## src/rtl/ps2_scancode_ctrl_pkg.sv

```systemverilog
// Shared types and constants for the PS/2 scan-code sequencer: FSM states,
// set-2 prefix bytes, non-key byte list and the packed key-event record.
package ps2_pkg;

   typedef enum logic [1:0] {IDLE, E0, F0, E0F0} ps2_state_t;

   localparam logic [7:0] PS2_E0  = 8'hE0;
   localparam logic [7:0] PS2_BRK = 8'hF0;

   // Keyboard status/response bytes that never belong to a key sequence.
   localparam int NONKEY_N = 7;
   localparam logic [NONKEY_N*8-1:0] NONKEY_BYTES =
      {8'h00, 8'hAA, 8'hEE, 8'hFA, 8'hFC, 8'hFE, 8'hFF};

   typedef struct packed {
      logic       ext;
      logic       brk;
      logic [7:0] code;
   } ps2_event_t;

   localparam int EVENT_W = $bits(ps2_event_t);

   function automatic logic is_nonkey(input logic [7:0] b);
      logic hit;
      hit = 1'b0;
      for (int i = 0; i < NONKEY_N; i++) begin
         if (NONKEY_BYTES[i*8 +: 8] == b) hit = 1'b1;
      end
      return hit;
   endfunction

endpackage

```

## src/rtl/ps2_scancode_ctrl_if.sv

```systemverilog
// Byte-in / event-out bundle of the scan-code sequencer; the slave side is the
// sequencer, the master side is whoever feeds bytes and consumes events.
interface ps2_scancode_ctrl_if;

   logic [7:0] rx_data;
   logic       rx_valid;
   logic       ev_valid;
   logic       ev_ready;
   logic [7:0] ev_code;
   logic       ev_ext;
   logic       ev_break;
   logic       key_held;
   logic [8:0] held_code;
   logic [7:0] press_count;
   logic       overflow;
   logic       clr_ovf;

   modport slave (
      input  rx_data, rx_valid, ev_ready, clr_ovf,
      output ev_valid, ev_code, ev_ext, ev_break,
             key_held, held_code, press_count, overflow
   );

   modport master (
      output rx_data, rx_valid, ev_ready, clr_ovf,
      input  ev_valid, ev_code, ev_ext, ev_break,
             key_held, held_code, press_count, overflow
   );

endinterface

```

## src/rtl/ps2_scancode_ctrl_fifo.sv

```systemverilog
// First-word-fall-through event FIFO with extra-MSB pointers; the head is
// forced to zero while empty so the output is clean straight out of reset.
module ps2_event_fifo #(
   parameter int WIDTH = 10,
   parameter int DEPTH = 8
) (
   input  logic             clk,
   input  logic             rst_n,
   input  logic             i_push,
   input  logic [WIDTH-1:0] i_data,
   input  logic             i_pop,
   output logic [WIDTH-1:0] o_data,
   output logic             o_valid,
   output logic             o_full
);

   localparam int AW = $clog2(DEPTH);

   logic [WIDTH-1:0] r_mem [DEPTH];
   logic [AW:0]      r_wr_ptr;
   logic [AW:0]      r_rd_ptr;
   logic             w_empty;
   logic             w_full;
   logic             w_pop_ok;
   logic             w_push_ok;

   assign w_empty   = (r_wr_ptr == r_rd_ptr);
   assign w_full    = (r_wr_ptr[AW] != r_rd_ptr[AW]) &&
                      (r_wr_ptr[AW-1:0] == r_rd_ptr[AW-1:0]);
   assign w_pop_ok  = i_pop & ~w_empty;
   assign w_push_ok = i_push & (~w_full | w_pop_ok);

   always_ff @(posedge clk or negedge rst_n) begin
      if (!rst_n) begin
         r_wr_ptr <= '0;
         r_rd_ptr <= '0;
      end else begin
         if (w_push_ok) r_wr_ptr <= r_wr_ptr + 1'b1;
         if (w_pop_ok)  r_rd_ptr <= r_rd_ptr + 1'b1;
      end
   end

   // NOTE: the storage array is deliberately left out of reset; the pointers
   // alone define which entries are live, so flushing them empties the FIFO.
   always_ff @(posedge clk) begin
      if (w_push_ok) r_mem[r_wr_ptr[AW-1:0]] <= i_data;
   end

   assign o_data  = w_empty ? '0 : r_mem[r_rd_ptr[AW-1:0]];
   assign o_valid = ~w_empty;
   assign o_full  = w_full;

endmodule

```

## src/rtl/ps2_scancode_ctrl.sv

```systemverilog
// Assembles set-2 scan-code bytes into press/release events, tracks the held
// key and distinct-press count, and queues events for a valid/ready consumer.
module ps2_scancode_ctrl
   import ps2_pkg::*;
#(
   parameter int FIFO_DEPTH = 8,
   parameter int TIMEOUT    = 50000
) (
   input  logic               clk,
   input  logic               resetn,
   ps2_scancode_ctrl_if.slave bus
);

   localparam int TW = $clog2(TIMEOUT + 1);
   localparam logic [TW-1:0] TIMER_LAST = TW'(TIMEOUT - 1);

   ps2_state_t  r_state;
   ps2_state_t  w_state_nxt;
   logic [TW-1:0] r_timer;
   logic        w_timeout;
   logic        w_emit;
   ps2_event_t  w_event;
   ps2_event_t  w_head;
   logic        w_ev_valid;
   logic        w_full;
   logic        w_pop;
   logic        w_drop;
   logic        w_same_key;
   logic        r_key_held;
   logic [8:0]  r_held_code;
   logic [7:0]  r_press_count;
   logic        r_overflow;

   assign w_timeout = (r_state != IDLE) && (r_timer == TIMER_LAST);

   // NOTE: state and every other register update with non-blocking assignments
   // so all flops sample the same pre-edge values.
   always_ff @(posedge clk or negedge resetn) begin
      if (!resetn) r_state <= IDLE;
      else         r_state <= w_state_nxt;
   end

   // NOTE: every output of this block gets a default first, so no path can
   // leave one unassigned and infer a latch.
   always_comb begin
      w_state_nxt = r_state;
      w_emit      = 1'b0;
      w_event     = '0;
      if (bus.rx_valid) begin
         if (is_nonkey(bus.rx_data)) begin
            w_state_nxt = IDLE;
         end else if (bus.rx_data == PS2_E0) begin
            w_state_nxt = (r_state == F0 || r_state == E0F0) ? E0F0 : E0;
         end else if (bus.rx_data == PS2_BRK) begin
            w_state_nxt = (r_state == E0 || r_state == E0F0) ? E0F0 : F0;
         end else begin
            w_emit       = 1'b1;
            w_event.ext  = (r_state == E0) || (r_state == E0F0);
            w_event.brk  = (r_state == F0) || (r_state == E0F0);
            w_event.code = bus.rx_data;
            w_state_nxt  = IDLE;
         end
      end else if (w_timeout) begin
         w_state_nxt = IDLE;
      end
   end

   always_ff @(posedge clk or negedge resetn) begin
      if (!resetn)                                r_timer <= '0;
      else if (bus.rx_valid || r_state == IDLE || w_timeout) r_timer <= '0;
      else                                        r_timer <= r_timer + TW'(1);
   end

   assign w_same_key = r_key_held && ({w_event.ext, w_event.code} == r_held_code);

   always_ff @(posedge clk or negedge resetn) begin
      if (!resetn) begin
         r_key_held    <= 1'b0;
         r_held_code   <= '0;
         r_press_count <= '0;
      end else if (w_emit) begin
         if (!w_event.brk) begin
            if (!w_same_key) begin
               r_key_held    <= 1'b1;
               r_held_code   <= {w_event.ext, w_event.code};
               r_press_count <= r_press_count + 8'd1;
            end
         end else if (w_same_key) begin
            r_key_held <= 1'b0;
         end
      end
   end

   assign w_pop  = bus.ev_ready & w_ev_valid;
   assign w_drop = w_emit & w_full & ~w_pop;

   always_ff @(posedge clk or negedge resetn) begin
      if (!resetn)          r_overflow <= 1'b0;
      else if (w_drop)      r_overflow <= 1'b1;
      else if (bus.clr_ovf) r_overflow <= 1'b0;
   end

   ps2_event_fifo #(
      .WIDTH (EVENT_W),
      .DEPTH (FIFO_DEPTH)
   ) u_fifo (
      .clk     (clk),
      .rst_n   (resetn),
      .i_push  (w_emit),
      .i_data  (w_event),
      .i_pop   (w_pop),
      .o_data  (w_head),
      .o_valid (w_ev_valid),
      .o_full  (w_full)
   );

   assign bus.ev_valid    = w_ev_valid;
   assign bus.ev_code     = w_head.code;
   assign bus.ev_ext      = w_head.ext;
   assign bus.ev_break    = w_head.brk;
   assign bus.key_held    = r_key_held;
   assign bus.held_code   = r_held_code;
   assign bus.press_count = r_press_count;
   assign bus.overflow    = r_overflow;

endmodule
```

## src/flat_wrapper.sv

```systemverilog
// flat-port wrapper written by rule: the top's interface ports become plain ports
module ps2_scancode_ctrl_flat import ps2_pkg::*;
#(
   parameter int FIFO_DEPTH = 8,
   parameter int TIMEOUT    = 50000
)
  (clk, resetn, bus_rx_data, bus_rx_valid, bus_ev_ready, bus_clr_ovf, bus_ev_valid, bus_ev_code, bus_ev_ext, bus_ev_break, bus_key_held, bus_held_code, bus_press_count, bus_overflow);
  ps2_scancode_ctrl_if bus_i ();
  input  logic clk;
  input  logic resetn;
  input wire logic [$bits(bus_i.rx_data)-1:0] bus_rx_data;
  input wire logic [$bits(bus_i.rx_valid)-1:0] bus_rx_valid;
  input wire logic [$bits(bus_i.ev_ready)-1:0] bus_ev_ready;
  input wire logic [$bits(bus_i.clr_ovf)-1:0] bus_clr_ovf;
  output wire logic [$bits(bus_i.ev_valid)-1:0] bus_ev_valid;
  output wire logic [$bits(bus_i.ev_code)-1:0] bus_ev_code;
  output wire logic [$bits(bus_i.ev_ext)-1:0] bus_ev_ext;
  output wire logic [$bits(bus_i.ev_break)-1:0] bus_ev_break;
  output wire logic [$bits(bus_i.key_held)-1:0] bus_key_held;
  output wire logic [$bits(bus_i.held_code)-1:0] bus_held_code;
  output wire logic [$bits(bus_i.press_count)-1:0] bus_press_count;
  output wire logic [$bits(bus_i.overflow)-1:0] bus_overflow;
  assign bus_i.rx_data = bus_rx_data;
  assign bus_i.rx_valid = bus_rx_valid;
  assign bus_i.ev_ready = bus_ev_ready;
  assign bus_i.clr_ovf = bus_clr_ovf;
  assign bus_ev_valid = bus_i.ev_valid;
  assign bus_ev_code = bus_i.ev_code;
  assign bus_ev_ext = bus_i.ev_ext;
  assign bus_ev_break = bus_i.ev_break;
  assign bus_key_held = bus_i.key_held;
  assign bus_held_code = bus_i.held_code;
  assign bus_press_count = bus_i.press_count;
  assign bus_overflow = bus_i.overflow;
  ps2_scancode_ctrl #(.FIFO_DEPTH(FIFO_DEPTH), .TIMEOUT(TIMEOUT)) u_core (.clk(clk), .resetn(resetn), .bus(bus_i));
endmodule
```

## config.mk

```make
export PLATFORM = sky130hd
export DESIGN_NAME = ps2_scancode_ctrl_flat
export DESIGN_NICKNAME = d
export VERILOG_FILES = /design/src/rtl/ps2_scancode_ctrl_pkg.sv /design/src/rtl/ps2_scancode_ctrl_if.sv /design/src/rtl/ps2_scancode_ctrl_fifo.sv /design/src/rtl/ps2_scancode_ctrl.sv /design/src/flat_wrapper.sv
export SDC_FILE = /design/constraint.sdc
export NUM_CORES = 1
export LEC_CHECK = 0
export CORE_MARGIN = 2
export CORE_UTILIZATION = 42
export CTS_BUF_LIST = sky130_fd_sc_hd__clkbuf_4
export DETAILED_ROUTE_END_ITERATION = 7
export SYNTH_ARGS = -nofsm -noshare
export SYNTH_HDL_FRONTEND = slang
export SYNTH_HIERARCHICAL = 1
export SYNTH_SLANG_ARGS = --single-unit
```

## constraint.sdc

```tcl
create_clock -name clk -period 2.6 [get_ports clk]
set_clock_uncertainty 0.1 [all_clocks]
set_input_delay 0.52 -clock clk [delete_from_list [all_inputs] [get_ports clk]]
set_output_delay 0.52 -clock clk [all_outputs]
set_load 0.1 [all_outputs]
```

* After elaboration in Yosys (flattened, before gate mapping)
Memories as Yosys holds them, arrays and structs flattened. Cells that the tools add are included.
Storage, ports and cells: register bits after elaboration 45, RAM bits 80, latch bits 0, memories kept 1, ROM bits 0
Cells by class: bitwise gates (word level) 11, magnitude comparators 0, eq/ne operators 18, multipliers 0, shift-type cells 0, add/subtract/negate cells 4, mux-type cells 32, divide/modulo/power cells 0, reductions and logical operators 14
Memory list:
- u_core.u_fifo.r_mem | depth 8, bits a word 10, read ports 1, clocked after memory_dff 0, wr ports 1, RTL line ps2_scancode_ctrl_fifo.sv:19 | logic [WIDTH-1:0] r_mem [DEPTH];
Operator list (number):
- $mux W10 | 5
- $eq A8 B8 Y1 const A | 6
- $mux W1 | 20
- $add A16 B1 Y16 const B | 1
- $eq A16 B16 Y1 const B | 1
- $eq A8 B8 Y1 const B | 2
- $mux W16 | 1
- $mux W2 | 6
- $eq A9 B9 Y1 | 1
- $add A4 B1 Y4 const B | 2
- $add A8 B1 Y8 const B | 1
- $logic_not A8 Y1 | 1
- $reduce_and A3 Y1 | 2
- $reduce_bool A2 Y1 | 3
- $and A1 B1 Y1 | 5
- $not A1 Y1 | 5
- $eq A2 B2 Y1 const B | 2
- $eq A4 B4 Y1 | 1
- $logic_or A1 B1 Y1 | 4
- $eq A3 B3 Y1 | 1
- $logic_and A1 B1 Y1 | 3
- $eq A2 B1 Y1 const B | 1
- $logic_not A2 Y1 | 1
- $ne A2 B1 Y1 const B | 1
- other kinds (3) | 3

* Depth between registers and ports, before layout
Gate-level depths: netlist of the first run.
depth in word-level cells 15, depth in mapped cells 12

* Hierarchy
The synthesis of the first run kept the hierarchy.
By module, submodules not included:
- ps2_event_fifo | seq. area each 2602.5 um^2, instances 1, area an instance 3633.5 um^2, cells an instance 187
- ps2_scancode_ctrl | seq. area each 925.9 um^2, instances 1, area an instance 2213.4 um^2, cells an instance 238

* Worst setup path after synthesis of the first run
OpenSTA, ideal clock, no wires.
path type input to register, start point input port bus_rx_data[3], end point register u_core.r_press_count[7] (netlist: u_core/bus.press_count[7]), arrival 3.061 ns, library setup time 0.158 ns, slack -0.718 ns, stages 11, cell sequence buf_2 -> or3_1 -> and3_1 -> o211ai_2 -> inv_1 -> a22o_1 -> nand4_1 -> ha_1 -> o2111ai_4 -> or4_1 -> xnor2_1
RTL lines:
- start: declaration | RTL line flat_wrapper.sv:11 | input wire logic [$bits(bus_i.rx_data)-1:0] bus_rx_data;
- $eq A8 B8 Y1 | RTL line ps2_scancode_ctrl_pkg.sv:27 | if (NONKEY_BYTES[i*8 +: 8] == b) hit = 1'b1;
- $mux W1 (7 in series) | RTL line ps2_scancode_ctrl_pkg.sv:27
- $mux W1 | RTL line ps2_scancode_ctrl.sv:49 | if (bus.rx_valid) begin
- $mux W1 (*) | RTL line ps2_scancode_ctrl.sv:50 | if (is_nonkey(bus.rx_data)) begin
- $mux W1 (*) | RTL line ps2_scancode_ctrl.sv:49
- named net u_core.w_emit | RTL line ps2_scancode_ctrl.sv:21 | logic w_emit;
- $reduce_and A3 Y1 (no line) (*)
- end signal: assignment | RTL line ps2_scancode_ctrl.sv:86 | r_press_count <= r_press_count + 8'd1;
- end: declaration | RTL line ps2_scancode_ctrl.sv:31 | logic [7:0] r_press_count;
The timed path passes the listed nets; every way through them passes the cells marked *. The select of a mux whose other input is x is not followed. A chain may end at the register's enable or synchronous reset.

* Worst setup path in the final report of the first run
start point register u_core.u_fifo.r_rd_ptr[0], end point output port bus_ev_code[0]
Between the ends: cells in the longest elaborated chain, start to end 2
Ends and longest elaborated chain:
- start: declaration | RTL line ps2_scancode_ctrl_fifo.sv:21 | logic [AW:0] r_rd_ptr;
- start signal: assignment | RTL line ps2_scancode_ctrl_fifo.sv:39 | if (w_pop_ok) r_rd_ptr <= r_rd_ptr + 1'b1;
- $mem_v2 Z8 W10 / $eq A4 B4 Y1 (equally long branches)
- $mux W10 (*) | RTL line ps2_scancode_ctrl_fifo.sv:49 | assign o_data = w_empty ? '0 : r_mem[r_rd_ptr[AW-1:0]];
- end: declaration | RTL line flat_wrapper.sv:16 | output wire logic [$bits(bus_i.ev_code)-1:0] bus_ev_code;
Every way passes the cells marked *; elsewhere a longest branch is shown, timed or not.

==> results by group, run 1 <==
Floorplanning
  • Starting Density: 0.426
  • Core ar.: 13,700 um^2
  • Row cnt: 43
  • Die area: 14,900 um^2
  • Die X: roughly 120 um
  • Boundary Pins: 43
  • Die Y: 122 um

Global routing
  • Number of global-route vias before repair: a little under 4,000
  • Gr usage total: 0.188
  • Largest net degree at the start of global routing: between 40 and 50
  • Total grt overflow: 0
  • Antenna violations before repair: 1
  • First-pass GRT wire length: 20,800 um

Logic synthesis
  • Post-synth EDFFs: 80
  • Top_reg_cell synth: edfxtp_1
  • Syn Area/Cell: 13.8 um^2
  • Distinct cells, synth: 67
  • Post-Syn Nets: 443
  • Yosys reg bits: ~130
  • Netlist Area Pre-Place: 5850 um^2
  • Yosys warning total: 6
  • Register area share after synthesis: 0.603
  • Post-synth ARST share: 0.360
  • Syn Inst Count: 425

CTS
  • Clk root buf: clkbuf_4
  • H-tree levels: 4
  • Clock sink total: 125
  • Clock Path Buffers: 2
  • Worst skew pair latency: 0.53 ns
  • CTS tree: yes
  • CTS clk-pin slew, worst paths: between 0.1 and 0.15 ns
  • Cts bufs inserted: 17

Min path
  • Worst Hold Class: in -> reg

Final layout
  • Finished Core Util: 0.546
  • Fin nets: between 500 and 600
  • Post-Layout Cell Count: 728
  • Design area: 7490 um^2
  • Ratio of cells with drive above 1 in the final layout: 0.413
  • Layout area overhead: 28.1%

Place
  • I/O Buffers: between 40 and 50
  • Final HPWL DP: 9000 um
  • DP Area: 7070 um^2
  • Placed cell count: 694
  • Placement Setup Slack: -0.895 ns
  • RePlAce Congestion: 0.892

Status
  • Failing checks: setup timing
  • Status: finished, violations left

Critical path
  • CP max-delay cell: mux4_2
  • CP Cell Sequence: buf_8 > mux4_2 > mux2i_4 > nor2_4 > buf_12
  • Peak per-stage delay on the critical path: between 0.5 and 0.6 ns
  • Startpoint types: flip-flop
  • Largest delay share family, worst path: multiplexers
  • Req. time, crit path: roughly 2.0 ns
  • Maximum fanout along the worst path: 7
  • CP Data Arrival Time: 2.10 ns
  • Crit Path Category: reg -> out
  • Bufs and invs on worst path: 2
  • Crit end category: output pin
  • Reg2reg setup slack: 0.21 ns

Route
  • Final ANT Viol Nets: 0
  • DRT Pass-1 Iters: 4
  • Vias per inst: 5.24
  • DR iter-0 viols: about 230
  • Vias: 3,817
  • WL/cell: between 15 and 20 um
  • DRC: 0
  • Final wirelength: around 13,000 um

Pwr
  • Peak VDD IR: 0.876 mV
  • Pleak: 2.86 nW
  • P per Cell Area: around 1200 nW/um^2

STA
  • Hold Slack: 0.281 ns
  • Endpoints failing setup: 10
  • Worst rel slew slack: 0.377
  • Hold Vio Cnt, Final: 0
  • Fin worst setup slack: -0.116 ns
  • Final Cycle Share: 1.04
  • Slew Limit Fails: 0
  • Final min period: 2.72 ns
  • RSZ-0062 raised after global routing: yes
  • FMAX: 0.368 GHz
  • Worst slew pin tran: 0.927 ns

Run
  • Max-cap violations: 0
==> worst reg2reg max path: cells and delay by family, from the launching register on <==
family	cells	cell delay [ns]
DFF	1	0.46
and+or+nand+nor	3	0.58
AOI/OAI and AO/OA	1	0.40
xor gates and xnor gates	1	0.16
buffers and inverters	3	0.44
==> flip-flops by register name, summed over array words and instances, names as in the netlist <==
signal	count
u_core/u_fifo/r_mem	80
u_core/r_timer	16
u_core/bus.held_code	9
u_core/bus.press_count	8
u_core/u_fifo/r_rd_ptr	4
u_core/u_fifo/r_wr_ptr	4
u_core/r_state	2
u_core/bus.key_held	1
u_core/bus.overflow	1
==> power breakdown <==
part           switching, mW  leakage [nW]  internal, mW
Combinational           3.28          1.40          1.92
Clock                  0.778         0.154         0.586
Sequential             0.239          1.31          2.46
Total                   4.29          2.86          4.97
==> per-stage QoR <==
stage          TNS [ns]  power, mW
6_report         -0.929       9.26
4_1_cts           -1.71       9.30
5_1_grt           -2.16       9.67
3_5_place_dp     -71.86       7.74
3_3_place_gp     -61.32       7.69
2_1_floorplan    -18.71       6.17
==> cells in the final DEF, fill, tap and decap left out, types with 3 or more instances in the layout <==
cell type  netlist  routed
buf_4            2      85
edfxtp_1        80      80
dfrtp_1         45      44
nor2_1          44      32
nand2_1         21      21
mux4_2          20      20
clkbuf_4         0      17
nand3_1         17      17
xnor2_1         16      15
buf_12           0      13
inv_1           14      13
xor2_1          13      13
nor3_1          14      10
nor2_2           0       9
clkbuf_2         0       8
mux2_2           8       8
mux2i_1         10       7
nand4_1          6       6
o21ai_0          7       5
and3_1           6       5
clkinv_4         0       4
and2_1           4       4
ha_1             5       4
and4_4           1       3
or2_2            3       3
nor4_2           0       3
nand2b_1         3       3
a211oi_1         3       3
nor3_2           0       3
nor2_4           0       3
xnor2_2          3       3
==> synthesized netlist by cell type (all sizes together), types with 2 or more instances <==
library cell | count | area (um^2)
and4 | 3 | 28.8
mux2i | 10 | 100
o211ai | 3 | 27.5
and3 | 6 | 37.5
nor2 | 44 | 165
o32ai | 2 | 17.5
buf | 17 | 101
or4 | 2 | 15.0
o31ai | 2 | 20.0
dfrtp | 45 | 1130
nand2b | 3 | 18.8
xor2 | 13 | 114
nor4 | 7 | 43.8
ha | 5 | 62.6
o311ai | 3 | 33.8
nand4 | 6 | 37.5
inv | 15 | 56.3
a211oi | 3 | 22.5
a21oi | 2 | 10.0
o21ai | 8 | 51.3
mux2 | 10 | 116
mux4 | 20 | 450
o2111ai | 3 | 43.8
xnor2 | 20 | 216
clkbuf | 8 | 30.0
and2 | 4 | 25.0
nor3 | 14 | 70.1
o2bb2ai | 2 | 17.5
a31oi | 4 | 25.0
nand2 | 22 | 85.1
edfxtp | 80 | 2400
nand3 | 18 | 103
or2 | 3 | 18.8
==> layer usage <==
| layer | share of wire | up-vias | global-route usage |
|---|---|---|---|
| met2 | 0.51 | 76 | 0.314 |
| met1 | 0.43 | 1899 | 0.235 |
| met5 | 0 | - | 0 |
| met4 | 0.024 | 0 | 0.0754 |
| met3 | 0.035 | 23 | 0.0468 |
| li1 | - | 1819 | - |
==> what timing repair did <==
item | CTS | global route
pin swaps | 1 | 9
endpoints found under the hold margin | 45 | 0
gates resized for setup | 34 | 28
buffers inserted | 0 | 0
hold buffers | 1 | 0
endpoints found under the setup margin | 33 | 24
==> layout make-up <==
class | count | area, um^2
Clock inverter | 15 | 164
Inverter | 15 | 58.8
Clock buffer | 17 | 128
Fill cell | 1177 | 6230
Multi-Input combinational cell | 260 | 2340
Tap cell | 180 | 225
Antenna cell | 1 | 2.50
Sequential cell | 125 | 3530
Timing Repair Buffer | 115 | 1040
==> cells by family after synthesis <==
kind of cell / Yosys count / share of synthesized area
adder cells (fa/ha/maj): 6 / 0.0124
flip-flops: 125 / 0.603
AND/OR/NAND/NOR: 138 / 0.119
buffers and inverters: 40 / 0.0321
multiplexers: 40 / 0.114
XOR/XNOR: 33 / 0.0565
AO/OA/AOI/OAI: 43 / 0.0625
==> worst paths after layout <==
kind	start	end	cells after the start
worst max-delay path	u_core/u_fifo/r_rd_ptr[0]	bus_ev_code[0]	5
max in group asynchronous	resetn	u_core/u_fifo/r_rd_ptr[0]	3
worst min register to register	u_core/r_timer[0]	u_core/r_timer[0]	1
worst min-delay path	bus_rx_data[4]	u_core/r_state[0]	3
worst max register to register	u_core/u_fifo/r_rd_ptr[0]	u_core/u_fifo/r_mem[4][5]	8
min in group asynchronous	resetn	u_core/bus.held_code[5]	3
Note: power is estimated with default switching activity, not from simulation.
==> inputs of run 2 (changes only) <==
- GPL_TIMING_DRIVEN: not set -> 0
==> results by group, run 2 (synthesized netlist as in run 1, its figures left out) <==
CTS
  • H-tree levels: 4
  • CTS tree: yes
  • CTS clk-pin slew, worst paths: 0.11 ns
  • Clk root buf: clkbuf_4
  • Cts bufs inserted: 17
  • Clock Path Buffers: 2
  • Worst skew pair latency: 0.52 ns
  • Clock sink total: roughly 130

STA
  • Hold Slack: slightly above 0.3 ns
  • Worst rel slew slack: 0.338
  • Hold Vio Cnt, Final: 0
  • RSZ-0062 raised after global routing: yes
  • Slew Limit Fails: 0
  • Final Cycle Share: 1.07
  • Endpoints failing setup: 15
  • Worst slew pin tran: 0.996 ns
  • Fin worst setup slack: -0.190 ns
  • Final min period: 2.79 ns
  • FMAX: 0.358 GHz

Global routing
  • Total grt overflow: 0
  • Number of global-route vias before repair: 3,991
  • Largest net degree at the start of global routing: 32
  • Gr usage total: 0.188
  • Antenna violations before repair: 0
  • First-pass GRT wire length: ~21,000 um

Final layout
  • Largest register FFs: 80
  • Most frequent cells in the layout: 80 x edfxtp_1, 43 x dfrtp_1, 36 x buf_4
  • Layout area overhead: 29.3%
  • Most common cell after layout, fill and taps aside: edfxtp_1
  • Number of diodes: 0
  • Fin nets: 545
  • Design area: 7560 um^2
  • Ratio of cells with drive above 1 in the final layout: 0.370
  • Post-Layout Cell Count: 720
  • Fillers: between 1,000 and 1,500

Floorplanning
  • Row cnt: 43
  • Core ar.: 13,700 um^2
  • Die Y: 122 um
  • Starting Density: 0.426
  • Boundary Pins: between 40 and 50
  • Die area: approximately 15,000 um^2
  • Die X: 122 um

Route
  • DRC: 0
  • WL/cell: around 18 um
  • Final wirelength: around 13,000 um
  • Vias: 3,903
  • Vias per inst: 5.42
  • Final ANT Viol Nets: 0
  • DR iter-0 viols: between 200 and 300
  • DRT Pass-1 Iters: 5

Critical path
  • CP Data Arrival Time: 2.17 ns
  • Startpoint types: flip-flop
  • Crit Path Category: reg -> out
  • Crit end category: output pin
  • Reg2reg setup slack: about 0.07 ns
  • Peak per-stage delay on the critical path: 0.50 ns
  • Maximum fanout along the worst path: 6
  • Most frequent CP cell: buf_6
  • Req. time, crit path: 1.98 ns
  • CP Cell Sequence: buf_6 > buf_12 > mux4_2 > mux2i_2 > nor2_1 > buf_6
  • CP max-delay cell: mux4_2

Place
  • Placement Setup Slack: -1.36 ns
  • RePlAce Congestion: 0.812
  • DP Area: 6590 um^2
  • Final HPWL DP: 8160 um
  • Placed cell count: 644
  • I/O Buffers: 37

Run
  • Max-cap violations: 0

Pwr
  • Peak VDD IR: 0.869 mV
  • P per Cell Area: 1200 nW/um^2
  • Pleak: 2.86 nW
  • Design Power: 9.06 mW

Status
  • Status: finished, violations left
  • Failing checks: setup timing

Min path
  • Worst Hold Class: in -> reg
==> run 2: report_power, final <==
group	leakage, nW	switching [mW]	total (mW)	internal [mW]
clock network	0.144	0.701	1.29	0.592
logic	1.40	3.36	5.11	1.75
registers	1.31	0.196	2.66	2.47
total	2.86	4.26	9.06	4.80
==> run 2: layout make-up <==
class	count	area [um^2]	share of cell area
inverters	15	61.3	0.00811
flip-flops and latches	125	3530	0.467
clock buffers	20	150	0.0199
multi-input cells	260	2420	0.319
clock inverters	12	123	0.0162
repair buffers	83	812	0.107
well taps	180	225	0.0298
plain buffers	25	244	0.0323
==> run 2: stage by stage <==
step	util	setup TNS, ns
finish	0.551	-1.76
global route	0.551	-3.10
CTS	0.534	-2.43
detailed placement	0.481	-119.75
global placement	0.478	-140.23
floorplan	-	-18.71
==> run 2: path summary, 6_finish.rpt <==
| check | startpoint | endpoint | cells past startpoint |
|---|---|---|---|
| max | u_core/u_fifo/r_rd_ptr[0] | bus_ev_code[4] | 6 |
| max in group asynchronous | resetn | u_core/u_fifo/r_wr_ptr[3] | 3 |
| min | bus_rx_data[7] | u_core/bus.held_code[7] | 2 |
| min in group asynchronous | resetn | u_core/bus.held_code[5] | 2 |
| max reg2reg | u_core/bus.held_code[0] | u_core/bus.held_code[6] | 10 |
| min reg2reg | u_core/r_timer[0] | u_core/r_timer[0] | 1 |
==> run 2: metal layers <==
layer | track usage | part of all wire
met1 | 0.234 | 0.42
met3 | 0.0487 | 0.058
met4 | 0.0718 | 0.015
met2 | 0.315 | 0.50
met5 | 0 | 0
==> run 2: timing repair <==
item / in CTS / in global routing
resized for setup: 162 / 21
endpoints found under the setup margin: 123 / 49
endpoints found under the hold margin: 14 / 0
gates cloned: 0 / 3
pin swaps: 12 / 15
buffers inserted: 29 / 11
hold buffers: 1 / 0
==> run 2: critical path, delay by kind of cell (launching register included) <==
kind                   cells  cell delay, ns
muxes                      2            0.68
buffers and inverters      3            0.50
and+or+nand+nor            1            0.08
DFF                        1            0.39
==> inputs of run 3 (changes only) <==
- CTS_CLUSTER_DIAMETER: not set -> 40
==> results of run 3 <==
The final DEF is identical to that of run 2; final timing and power are the same.
